## src/rtl/cpu_ctrl_pkg.sv

```systemverilog
// Shared encodings for the CPU run/step controller: FSM states, command
// opcodes and stop causes.
package cpu_ctrl_pkg;

    typedef enum logic [2:0] {
        ST_IDLE    = 3'd0,
        ST_RUN     = 3'd1,
        ST_STEP    = 3'd2,
        ST_STOPPED = 3'd3,
        ST_HALTED  = 3'd4
    } run_state_e;

    typedef enum logic [1:0] {
        OP_RUN   = 2'd0,
        OP_STOP  = 2'd1,
        OP_STEP  = 2'd2,
        OP_CLEAR = 2'd3
    } cmd_op_e;

    typedef enum logic [2:0] {
        CAUSE_NONE   = 3'd0,
        CAUSE_HALT   = 3'd1,
        CAUSE_BREAK  = 3'd2,
        CAUSE_USER   = 3'd3,
        CAUSE_BUDGET = 3'd4,
        CAUSE_STEP   = 3'd5
    } stop_cause_e;

    function automatic logic is_stop_state(input run_state_e s);
        return (s == ST_STOPPED) || (s == ST_HALTED);
    endfunction

endpackage

```

## src/rtl/run_budget_cnt.sv

```systemverilog
// Remaining-cycle budget for a RUN session: loaded on RUN acceptance,
// decremented per executed cycle; a loaded value of zero means unlimited.
module run_budget_cnt #(
    parameter int CYC_W = 32
) (
    input  logic             i_clk,
    input  logic             i_reset,
    input  logic             i_load,
    input  logic [CYC_W-1:0] i_budget,
    input  logic             i_dec,
    output logic             o_zero,
    output logic             o_unlimited
);

    logic [CYC_W-1:0] r_remaining;
    logic             r_unlimited;

    // Budget load has priority over decrement
    always_ff @(posedge i_clk or posedge i_reset) begin
        if (i_reset) begin
            r_remaining <= {CYC_W{1'b0}};
            r_unlimited <= 1'b0;
        end else if (i_load) begin
            r_remaining <= i_budget;
            r_unlimited <= (i_budget == {CYC_W{1'b0}});
        end else if (i_dec && !r_unlimited) begin
            r_remaining <= r_remaining - {{(CYC_W-1){1'b0}}, 1'b1};
        end
    end

    // High in the cycle whose decrement empties the budget
    assign o_zero      = i_dec && !r_unlimited && (r_remaining == {{(CYC_W-1){1'b0}}, 1'b1});
    assign o_unlimited = r_unlimited;

endmodule

```

## src/rtl/cpu_run_ctrl.sv

```systemverilog
// Run/step controller issuing the datapath clock enable.
// Optional breakpoint comparator enabled by defining RUN_CTRL_BP_EN.
module cpu_run_ctrl
    import cpu_ctrl_pkg::*;
#(
    parameter int ADDR_W = 32,
    parameter int CYC_W  = 32
) (
    input  logic              i_clk,
    input  logic              i_reset,
    input  logic              i_cmd_valid,
    input  logic [1:0]        i_cmd_op,
    output logic              o_cmd_ready,
    input  logic [CYC_W-1:0]  i_budget,
    input  logic [ADDR_W-1:0] i_pc,
    input  logic              i_halt,
    input  logic              i_bp_en,
    input  logic [ADDR_W-1:0] i_bp_addr,
    output logic              o_cpu_en,
    output logic [2:0]        o_state,
    output logic [2:0]        o_stop_cause,
    output logic [CYC_W-1:0]  o_cyc_cnt,
    output logic              o_done_pulse
);

    run_state_e       r_state;
    stop_cause_e      r_cause;
    logic             r_cmd_ready;
    logic             r_done;
    logic [CYC_W-1:0] r_cyc_cnt;

    run_state_e  w_state_nxt;
    stop_cause_e w_cause_nxt;
    logic        w_load;
    logic        w_set_skip;
    logic        w_clr_cnt;
    logic        w_cmd_acc;
    logic        w_active;
    logic        w_bp_hit;
    logic        w_cpu_en;
    logic        w_dec;
    logic        w_budget_zero;
    logic        w_unlimited;

    assign w_cmd_acc = i_cmd_valid && r_cmd_ready;
    assign w_active  = (r_state == ST_RUN) || (r_state == ST_STEP);

`ifdef RUN_CTRL_BP_EN
    logic r_bp_skip;

    // Skip the breakpoint for the first cycle after a resume
    always_ff @(posedge i_clk or posedge i_reset) begin
        if (i_reset) begin
            r_bp_skip <= 1'b0;
        end else if (w_set_skip) begin
            r_bp_skip <= 1'b1;
        end else if (w_active) begin
            r_bp_skip <= 1'b0;
        end
    end

    assign w_bp_hit = i_bp_en && (i_pc == i_bp_addr) && !r_bp_skip;
`else
    logic w_unused_bp;
    assign w_unused_bp = &{1'b0, i_bp_en, i_bp_addr, i_pc, w_set_skip};
    assign w_bp_hit    = 1'b0;
`endif

    assign w_cpu_en = w_active && !i_halt && !w_bp_hit;
    assign w_dec    = w_cpu_en && (r_state == ST_RUN) && !w_unlimited;

    run_budget_cnt #(.CYC_W(CYC_W)) u_budget (
        .i_clk       (i_clk),
        .i_reset     (i_reset),
        .i_load      (w_load),
        .i_budget    (i_budget),
        .i_dec       (w_dec),
        .o_zero      (w_budget_zero),
        .o_unlimited (w_unlimited)
    );

    // Next-state and stop-cause selection; stop events in priority order
    always_comb begin
        w_state_nxt = r_state;
        w_cause_nxt = r_cause;
        w_load      = 1'b0;
        w_set_skip  = 1'b0;
        w_clr_cnt   = 1'b0;
        case (r_state)
            ST_IDLE, ST_STOPPED: begin
                if (w_cmd_acc) begin
                    case (cmd_op_e'(i_cmd_op))
                        OP_RUN: begin
                            w_state_nxt = ST_RUN;
                            w_cause_nxt = CAUSE_NONE;
                            w_load      = 1'b1;
                            w_set_skip  = 1'b1;
                        end
                        OP_STEP: begin
                            w_state_nxt = ST_STEP;
                            w_set_skip  = 1'b1;
                        end
                        OP_CLEAR: begin
                            w_state_nxt = ST_IDLE;
                            w_cause_nxt = CAUSE_NONE;
                            w_clr_cnt   = 1'b1;
                        end
                        default: begin
                            w_state_nxt = r_state;
                        end
                    endcase
                end else begin
                    w_state_nxt = r_state;
                end
            end
            ST_RUN: begin
                if (i_halt) begin
                    w_state_nxt = ST_HALTED;
                    w_cause_nxt = CAUSE_HALT;
                end else if (w_bp_hit) begin
                    w_state_nxt = ST_STOPPED;
                    w_cause_nxt = CAUSE_BREAK;
                end else if (w_cmd_acc && (cmd_op_e'(i_cmd_op) == OP_STOP)) begin
                    w_state_nxt = ST_STOPPED;
                    w_cause_nxt = CAUSE_USER;
                end else if (w_budget_zero) begin
                    w_state_nxt = ST_STOPPED;
                    w_cause_nxt = CAUSE_BUDGET;
                end else begin
                    w_state_nxt = ST_RUN;
                end
            end
            ST_STEP: begin
                if (i_halt) begin
                    w_state_nxt = ST_HALTED;
                    w_cause_nxt = CAUSE_HALT;
                end else if (w_bp_hit) begin
                    w_state_nxt = ST_STOPPED;
                    w_cause_nxt = CAUSE_BREAK;
                end else begin
                    w_state_nxt = ST_STOPPED;
                    w_cause_nxt = CAUSE_STEP;
                end
            end
            ST_HALTED: begin
                if (w_cmd_acc && (cmd_op_e'(i_cmd_op) == OP_CLEAR)) begin
                    w_state_nxt = ST_IDLE;
                    w_cause_nxt = CAUSE_NONE;
                    w_clr_cnt   = 1'b1;
                end else begin
                    w_state_nxt = ST_HALTED;
                end
            end
            default: begin
                w_state_nxt = ST_IDLE;
                w_cause_nxt = CAUSE_NONE;
            end
        endcase
    end

    // State, cause, handshake and completion-pulse registers
    always_ff @(posedge i_clk or posedge i_reset) begin
        if (i_reset) begin
            r_state     <= ST_IDLE;
            r_cause     <= CAUSE_NONE;
            r_cmd_ready <= 1'b1;
            r_done      <= 1'b0;
        end else begin
            r_state     <= w_state_nxt;
            r_cause     <= w_cause_nxt;
            r_cmd_ready <= (w_state_nxt != ST_STEP);
            r_done      <= is_stop_state(w_state_nxt) && (w_state_nxt != r_state);
        end
    end

    // Executed-cycle counter, wraps naturally
    always_ff @(posedge i_clk or posedge i_reset) begin
        if (i_reset) begin
            r_cyc_cnt <= {CYC_W{1'b0}};
        end else if (w_clr_cnt) begin
            r_cyc_cnt <= {CYC_W{1'b0}};
        end else if (w_cpu_en) begin
            r_cyc_cnt <= r_cyc_cnt + {{(CYC_W-1){1'b0}}, 1'b1};
        end
    end

    assign o_cpu_en     = w_cpu_en;
    assign o_cmd_ready  = r_cmd_ready;
    assign o_state      = r_state;
    assign o_stop_cause = r_cause;
    assign o_cyc_cnt    = r_cyc_cnt;
    assign o_done_pulse = r_done;

endmodule

```

## config.mk

```make
export PLATFORM = sky130hd
export DESIGN_NAME = cpu_run_ctrl
export DESIGN_NICKNAME = d
export VERILOG_FILES = /design/src/rtl/cpu_ctrl_pkg.sv /design/src/rtl/run_budget_cnt.sv /design/src/rtl/cpu_run_ctrl.sv
export SDC_FILE = /design/constraint.sdc
export NUM_CORES = 1
export LEC_CHECK = 0
export ABC_AREA = 0
export CAP_MARGIN = 40
export CELL_PAD_IN_SITES_DETAIL_PLACEMENT = 1
export CELL_PAD_IN_SITES_GLOBAL_PLACEMENT = 2
export CORE_ASPECT_RATIO = 0.6
export CORE_UTILIZATION = 24
export DETAILED_ROUTE_END_ITERATION = 8
export GPL_TIMING_DRIVEN = 0
export PLACE_DENSITY = 0.81
export SLEW_MARGIN = 20
export SYNTH_ARGS = -nofsm -noshare
export SYNTH_HDL_FRONTEND = slang
export SYNTH_HIERARCHICAL = 1
export SYNTH_SLANG_ARGS = --single-unit
```

## constraint.sdc

```tcl
create_clock -name i_clk -period 2.7 [get_ports i_clk]
set_input_delay 0.54 -clock i_clk [delete_from_list [all_inputs] [get_ports i_clk]]
set_output_delay 0.54 -clock i_clk [all_outputs]
set_load 0.05 [all_outputs]
```

## Yosys cells after proc, flatten, opt, wreduce, memory -nomap -nowiden

Cells that the tools add are included.

- Register bits: 73
- Word-level logic and storage cells: 73
- Memories kept: 0
- Output and inout port bits: 41
- Memory bits (read-only): 0
- Input port bits: 103
- Latch bits: 0
- RAM bits: 0

- Shift-type cells: 0
- Add/subtract/negate cells: 2
- Multiplexer cells: 27
- Bitwise logic cells: 0
- Reductions and logical operators: 21
- Multipliers: 0
- Divide/modulo/power cells: 0
- Eq/ne operators: 16
- $lt $le $gt $ge: 0

Operators with widths:

| kind | number |
|---|---|
| 32-bit two-way mux | 4 |
| 3-bit two-way mux | 11 |
| 32-bit by 1-bit adder with 32-bit output, second input constant | 1 |
| 32-bit by 1-bit == test with 1-bit output, second input constant | 1 |
| 32-bit zero test | 1 |
| 32-bit by 1-bit subtractor with 32-bit output, second input constant | 1 |
| 3-bit case mux with 4 select lines | 2 |
| 3-bit by 2-bit == test with 1-bit output, second input constant | 3 |
| 1-bit logical AND | 9 |
| 3-bit case mux with 3 select lines | 1 |
| 3-bit == test, second input constant | 2 |
| 1-bit two-way mux | 6 |
| 2-bit inequality test, second input constant | 3 |
| 2-bit == test, second input constant | 2 |
| 2-bit two-way mux | 2 |
| 4-bit by 2-bit inequality test with 1-bit output, second input constant | 1 |
| 4-bit AND reduction | 1 |
| 2-bit nonzero test | 2 |
| 2-bit OR reduction | 2 |
| 3-bit by 1-bit == test with 1-bit output, second input constant | 1 |
| 3-bit zero test | 1 |
| 3-bit by 2-bit inequality test with 1-bit output, second input constant | 1 |
| 3-bit inequality test | 1 |
| 2-bit by 1-bit == test with 1-bit output, second input constant | 1 |
| 4 further kinds | 6 |

## Longest topological paths before layout

- Word-level depth: 14
- Mapped depth: 13
- Gate-level depth less buffers: 12

## By module

Netlist, hierarchy kept.

By module, submodules not included:

| module | times used | seq. area each (µm²) | area each (µm²) | cells each |
|---|---|---|---|---|
| cpu_run_ctrl | 1 | 1002.2 | 2265.9 | 232 |
| run_budget_cnt | 1 | 825.8 | 1989.4 | 228 |

## Worst setup path before layout

Ideal clock, no wire load.

- Path type: reg-to-reg
- From: reg r_state[0], in the netlist o_state[0]
- To: reg u_budget.r_remaining[27]
- Arrival time: 2.962 ns
- Cell stages (with the launch flop): 10
- Required time: 2.618 ns
- Path buffers: 2
- Clock period less this slack: 3.044 ns
- Library setup time: 0.082 ns
- Setup slack: -0.344 ns
- Cells stage by stage: dfrtp_1 buf_4 nor2b_1 nand2_1 nor2_1 or4b_1 or4_1 clkbuf_2 or4_1 a31oi_1

- Longest elaborated chain between the ends: 7
- Elaborated cells between the ends (all ways): 13
- Classes of those cells: eq/ne: 3; mux: 2; reduce/logical: 8

RTL lines:

| item | line | text |
|---|---|---|
| from (decl) | cpu_run_ctrl.sv:26 | `run_state_e r_state;` |
| from (signal assigned) | cpu_run_ctrl.sv:169 | `r_state <= w_state_nxt;` |
| 3-bit by 1-bit == test with 1-bit output / 3-bit by 2-bit == test with 1-bit output (equally long branches) | cpu_run_ctrl.sv:46, cpu_run_ctrl.sv:70 |  |
| 1-bit logical OR | cpu_run_ctrl.sv:46 | `assign w_active = (r_state == ST_RUN) \|\| (r_state == ST_STEP);` |
| 1-bit logical AND | cpu_run_ctrl.sv:69 | `assign w_cpu_en = w_active && !i_halt && !w_bp_hit;` |
| 1-bit logical AND (*) (2 in series) | cpu_run_ctrl.sv:70 | `assign w_dec = w_cpu_en && (r_state == ST_RUN) && !w_unlimited;` |
| named net w_dec | cpu_run_ctrl.sv:41 | `logic w_dec;` |
| 1-bit logical AND (*) | run_budget_cnt.sv:26 | `end else if (i_dec && !r_unlimited) begin` |
| 2-bit nonzero test (no line) (*) | - |  |
| to (signal assigned) | run_budget_cnt.sv:21 | `r_remaining <= {CYC_W{1'b0}};` |
| to (signal assigned) | run_budget_cnt.sv:24 | `r_remaining <= i_budget;` |
| to (signal assigned) | run_budget_cnt.sv:27 | `r_remaining <= r_remaining - {{(CYC_W-1){1'b0}}, 1'b1};` |
| to (decl) | run_budget_cnt.sv:15 | `logic [CYC_W-1:0] r_remaining;` |

The timed path passes the listed nets; every way through them passes the cells marked *.
A chain may end at the register's enable or synchronous reset.

## Worst setup path after layout

- From: reg r_state[0], in the netlist o_state[0]
- To: out o_cpu_en

- Longest elaborated chain between the ends: 3
- Elaborated cells between the ends (all ways): 4
- Classes of those cells: eq/ne: 2; reduce/logical: 2

RTL lines:

| item | line | text |
|---|---|---|
| 3-bit by 1-bit == test with 1-bit output / 3-bit by 2-bit == test with 1-bit output (equally long branches) | cpu_run_ctrl.sv:46 |  |
| 1-bit logical OR (*) | cpu_run_ctrl.sv:46 |  |
| 1-bit logical AND (*) | cpu_run_ctrl.sv:69 |  |
| to (decl) | cpu_run_ctrl.sv:19 | `output logic o_cpu_en,` |

Every way passes the cells marked *; elsewhere a longest branch is shown, timed or not.

==> key figures <==
Global routing
  • Initial antenna violation count: 0
  • Largest net degree at the start of global routing: 34
  • Global-route wire length before repair: about 23000 um
  • Vias in the first global route: 4258
  • Gr usage total: 0.163
  • GRT overflow: 0

Finish
  • Share of cells above drive strength 1: 0.147
  • Area grow syn2layout: 38.9%
  • Layout Nets: 679
  • ANT cells: 0

Synth
  • Synth cell count leaders: dfrtp_1 (72), nor2_1 (58), nand2_1 (30), xor2_1 (25), o21ai_0 (24)
  • Mapped Nets: 571
  • Mapped cell area: about 0.0043 mm^2
  • Top FF cell, synth: dfrtp_1
  • Mean Syn Cell Area: 9.25 um^2
  • Synth unique cells: 59
  • Ys async rst share: 1.00
  • Seq/Total Area, Yosys: 0.430
  • #FFs+latches synth: 73
  • EDFF count, synth: 0
  • Synth warn: 6
  • Synth top area cells: dfrtp_1 (42%), xor2_1 (5.1%), nor2_1 (5.1%)
  • Synth area leader: dfrtp_1
  • Synth Instances: 460
  • Synth top area share: 0.423
  • Most common cell in the netlist: dfrtp_1

STA
  • Final Cycle Share: 0.976
  • RSZ-0062 raised after global routing: yes
  • Setup violators final: 0
  • Hold Vio Cnt, Final: 0
  • Final WS setup: around 0.066 ns
  • Clk_skew: 0.00709 ns
  • Fmax: 380 MHz
  • Min Tclk post-route: 2.63 ns
  • Final max-slew violation count: 0
  • Slew of the pin with the lowest slew margin: approximately 0.58 ns
  • Setup TNS Final: 0 ns
  • Slew HR: 0.611

Die
  • Horiz. Die Dim: 174 um
  • Starting Density: 0.247
  • # IOs: between 100 and 150
  • Num rows: 37
  • Die Y: 105 um
  • DIE AREA: 0.0183 mm^2
  • Core box area: 0.0172 mm^2

Route
  • Drt wl/cell: 17.5 um
  • Post-DR vias/cell: about 5.0
  • Via count: around 4000
  • First-pass DRT Iterations: 4
  • DRC errors left: 0
  • Final wirelength: roughly 14000 um
  • Antenna violation net count after detailed routing: 0
  • Initial drt markers: 222

Run status
  • Outcome: finished, final reports clean

Setup path
  • Critical Path RT: about 2.2 ns
  • CP arrival: 2.09 ns
  • CP max FO: 10
  • Kind of critical path: flop to primary output
  • Critical Path Start Type: flop
  • Endpoint type of the worst setup path: primary output

Power
  • Sw Share: 0.382
  • Pwr/cell area: 792 mW/mm^2
  • Max IR drop VDD: around 0.25 mV
  • P_leak: 2.32 nW
  • Seq pwr share: 0.372
  • Psw: 0.00179 W
  • Power Total: 0.00468 W
  • Internal power: 0.00289 W
  • Logic gate share of total power: 0.361
  • Clk pwr share: 0.267

Clock network
  • CTS tree: yes
  • CTS root buffer: clkbuf_16
  • Hold buffer count at CTS: 0
  • Clock Tree Buf Depth: 2
  • Worst-Skew Late Latency: 0.34 ns
  • CTS sink cnt: between 70 and 80
  • Reg clk slew, reported paths: 0.06 ns
  • Num CTS Buffers: 9
  • H-tree levels: 3

Placement
  • Post-placement setup slack: -0.822 ns
  • I/O Buffers: 78
  • Post-DP HPWL: 10600 um
  • Placer congestion estimate: 0.841

Job
  • Max cap viols: 0

Worst hold path
  • Min-delay worst type: input pin to asynchronous set/reset pin
[power groups by stage]
stage          Clock [W]  Sequential (W)  Combinational [W]
2_1_floorplan          0         0.00184           0.000841
3_3_place_gp           0         0.00170            0.00145
3_5_place_dp           0         0.00173            0.00154
4_1_cts          0.00129         0.00171            0.00165
5_1_grt          0.00133         0.00179            0.00186
6_report         0.00125         0.00174            0.00169
[kinds of logic after synthesis]
| group | share of synthesized area |
|---|---|
| and+or+nand+nor | 0.285 |
| AOI/OAI and AO/OA | 0.130 |
| DFF | 0.430 |
| xor gates and xnor gates | 0.0844 |
| buffers and inverters | 0.0376 |
| adders and majority gates | 0.0235 |
| muxes | 0.00970 |
[per-layer routing]
metal | vias to the layer above | global-route usage | part of all wire | wire [um]
met3 | 16 | 0.0320 | 0.028 | 399
met2 | 55 | 0.245 | 0.43 | 6100
met1 | 2021 | 0.234 | 0.53 | 7440
met4 | 0 | 0.0526 | 0.015 | 209
met5 | - | 0 | 0 | 0
li1 | 1915 | - | - | -
[state kept, by name, indices dropped and copies added, names as in the netlist]
| signal | count |
|---|---|
| o_cmd_ready | 1 |
| o_state | 3 |
| o_done_pulse | 1 |
| u_budget/o_unlimited | 1 |
| u_budget/r_remaining | 32 |
| o_cyc_cnt | 32 |
| o_stop_cause | 3 |
[path summary, 6_finish.rpt]
path / start / end / slack, ns / depth (start not counted)
max in group asynchronous: i_reset / o_cmd_ready / 1.69 / 3
hold reg to reg: o_stop_cause[0] / o_stop_cause[0] / 0.48 / 1
min in group i_clk: o_stop_cause[0] / o_stop_cause[0] / 0.48 / 1
setup reg to reg: o_state[1] / u_budget/r_remaining[27] / 0.08 / 7
hold / removal: i_reset / u_budget/r_remaining[2] / 0.44 / 2
setup / recovery: o_state[0] / o_cpu_en / 0.07 / 5
[metrics by stage]
stage / utilization / hold slack [ns] / cell area (um^2) / instances
5_1_grt: 0.343 / 0.447 / 5910 / 807
3_5_place_dp: 0.314 / 0.470 / 5410 / 776
6_report: 0.343 / 0.443 / 5910 / 807
3_3_place_gp: 0.312 / 0.467 / 5370 / 772
4_1_cts: 0.340 / 0.487 / 5850 / 804
2_1_floorplan: - / 0.524 / 4300 / 460
[final cells by class]
| class | instances | area [um^2] |
|---|---|---|
| fill | 2010 | 11300 |
| multi-input combinational | 352 | 2350 |
| sequential | 73 | 1830 |
| clock buffer | 14 | 274 |
| buffer | 17 | 88.8 |
| timing repair buffer | 103 | 991 |
| tap | 234 | 293 |
| clock inverter | 2 | 35.0 |
| inverter | 12 | 45.0 |
[worst max-delay path, cell delays in order (launching register included)]
cell	delay, ns
dfrtp_2	0.44
buf_4	0.15
xnor2_2	0.18
nor3_4	0.31
buf_4	0.27
clkdlybuf4s15_2	0.39
[cells in the final DEF, fill, tap and decap left out, types with 4 or more instances in the layout]
cell type	n
clkbuf_16	9
nand4_1	16
inv_1	9
a31oi_1	17
or3_1	10
nor3_1	5
a21oi_1	6
o21ai_0	24
nor4_1	16
or2_2	6
dfrtp_2	5
nand2_1	29
and2_1	4
xnor2_1	15
or4_1	12
clkdlybuf4s50_1	76
or4_4	4
nand2b_1	4
and4_1	8
and3_1	7
buf_4	21
ha_1	8
clkbuf_1	10
nand3_1	15
buf_1	4
nor2_1	56
o2111ai_1	5
dfrtp_1	67
o31ai_1	13
xor2_1	25
[repair_timing]
item / CTS / global route
setup endpoints to repair: 22 / 19
pin swaps: 5 / 8
hold endpoints to repair: 0 / 0
setup buffers: 15 / 4
gates resized for setup: 17 / 9
No activity file was read; power rests on OpenSTA's default activity.
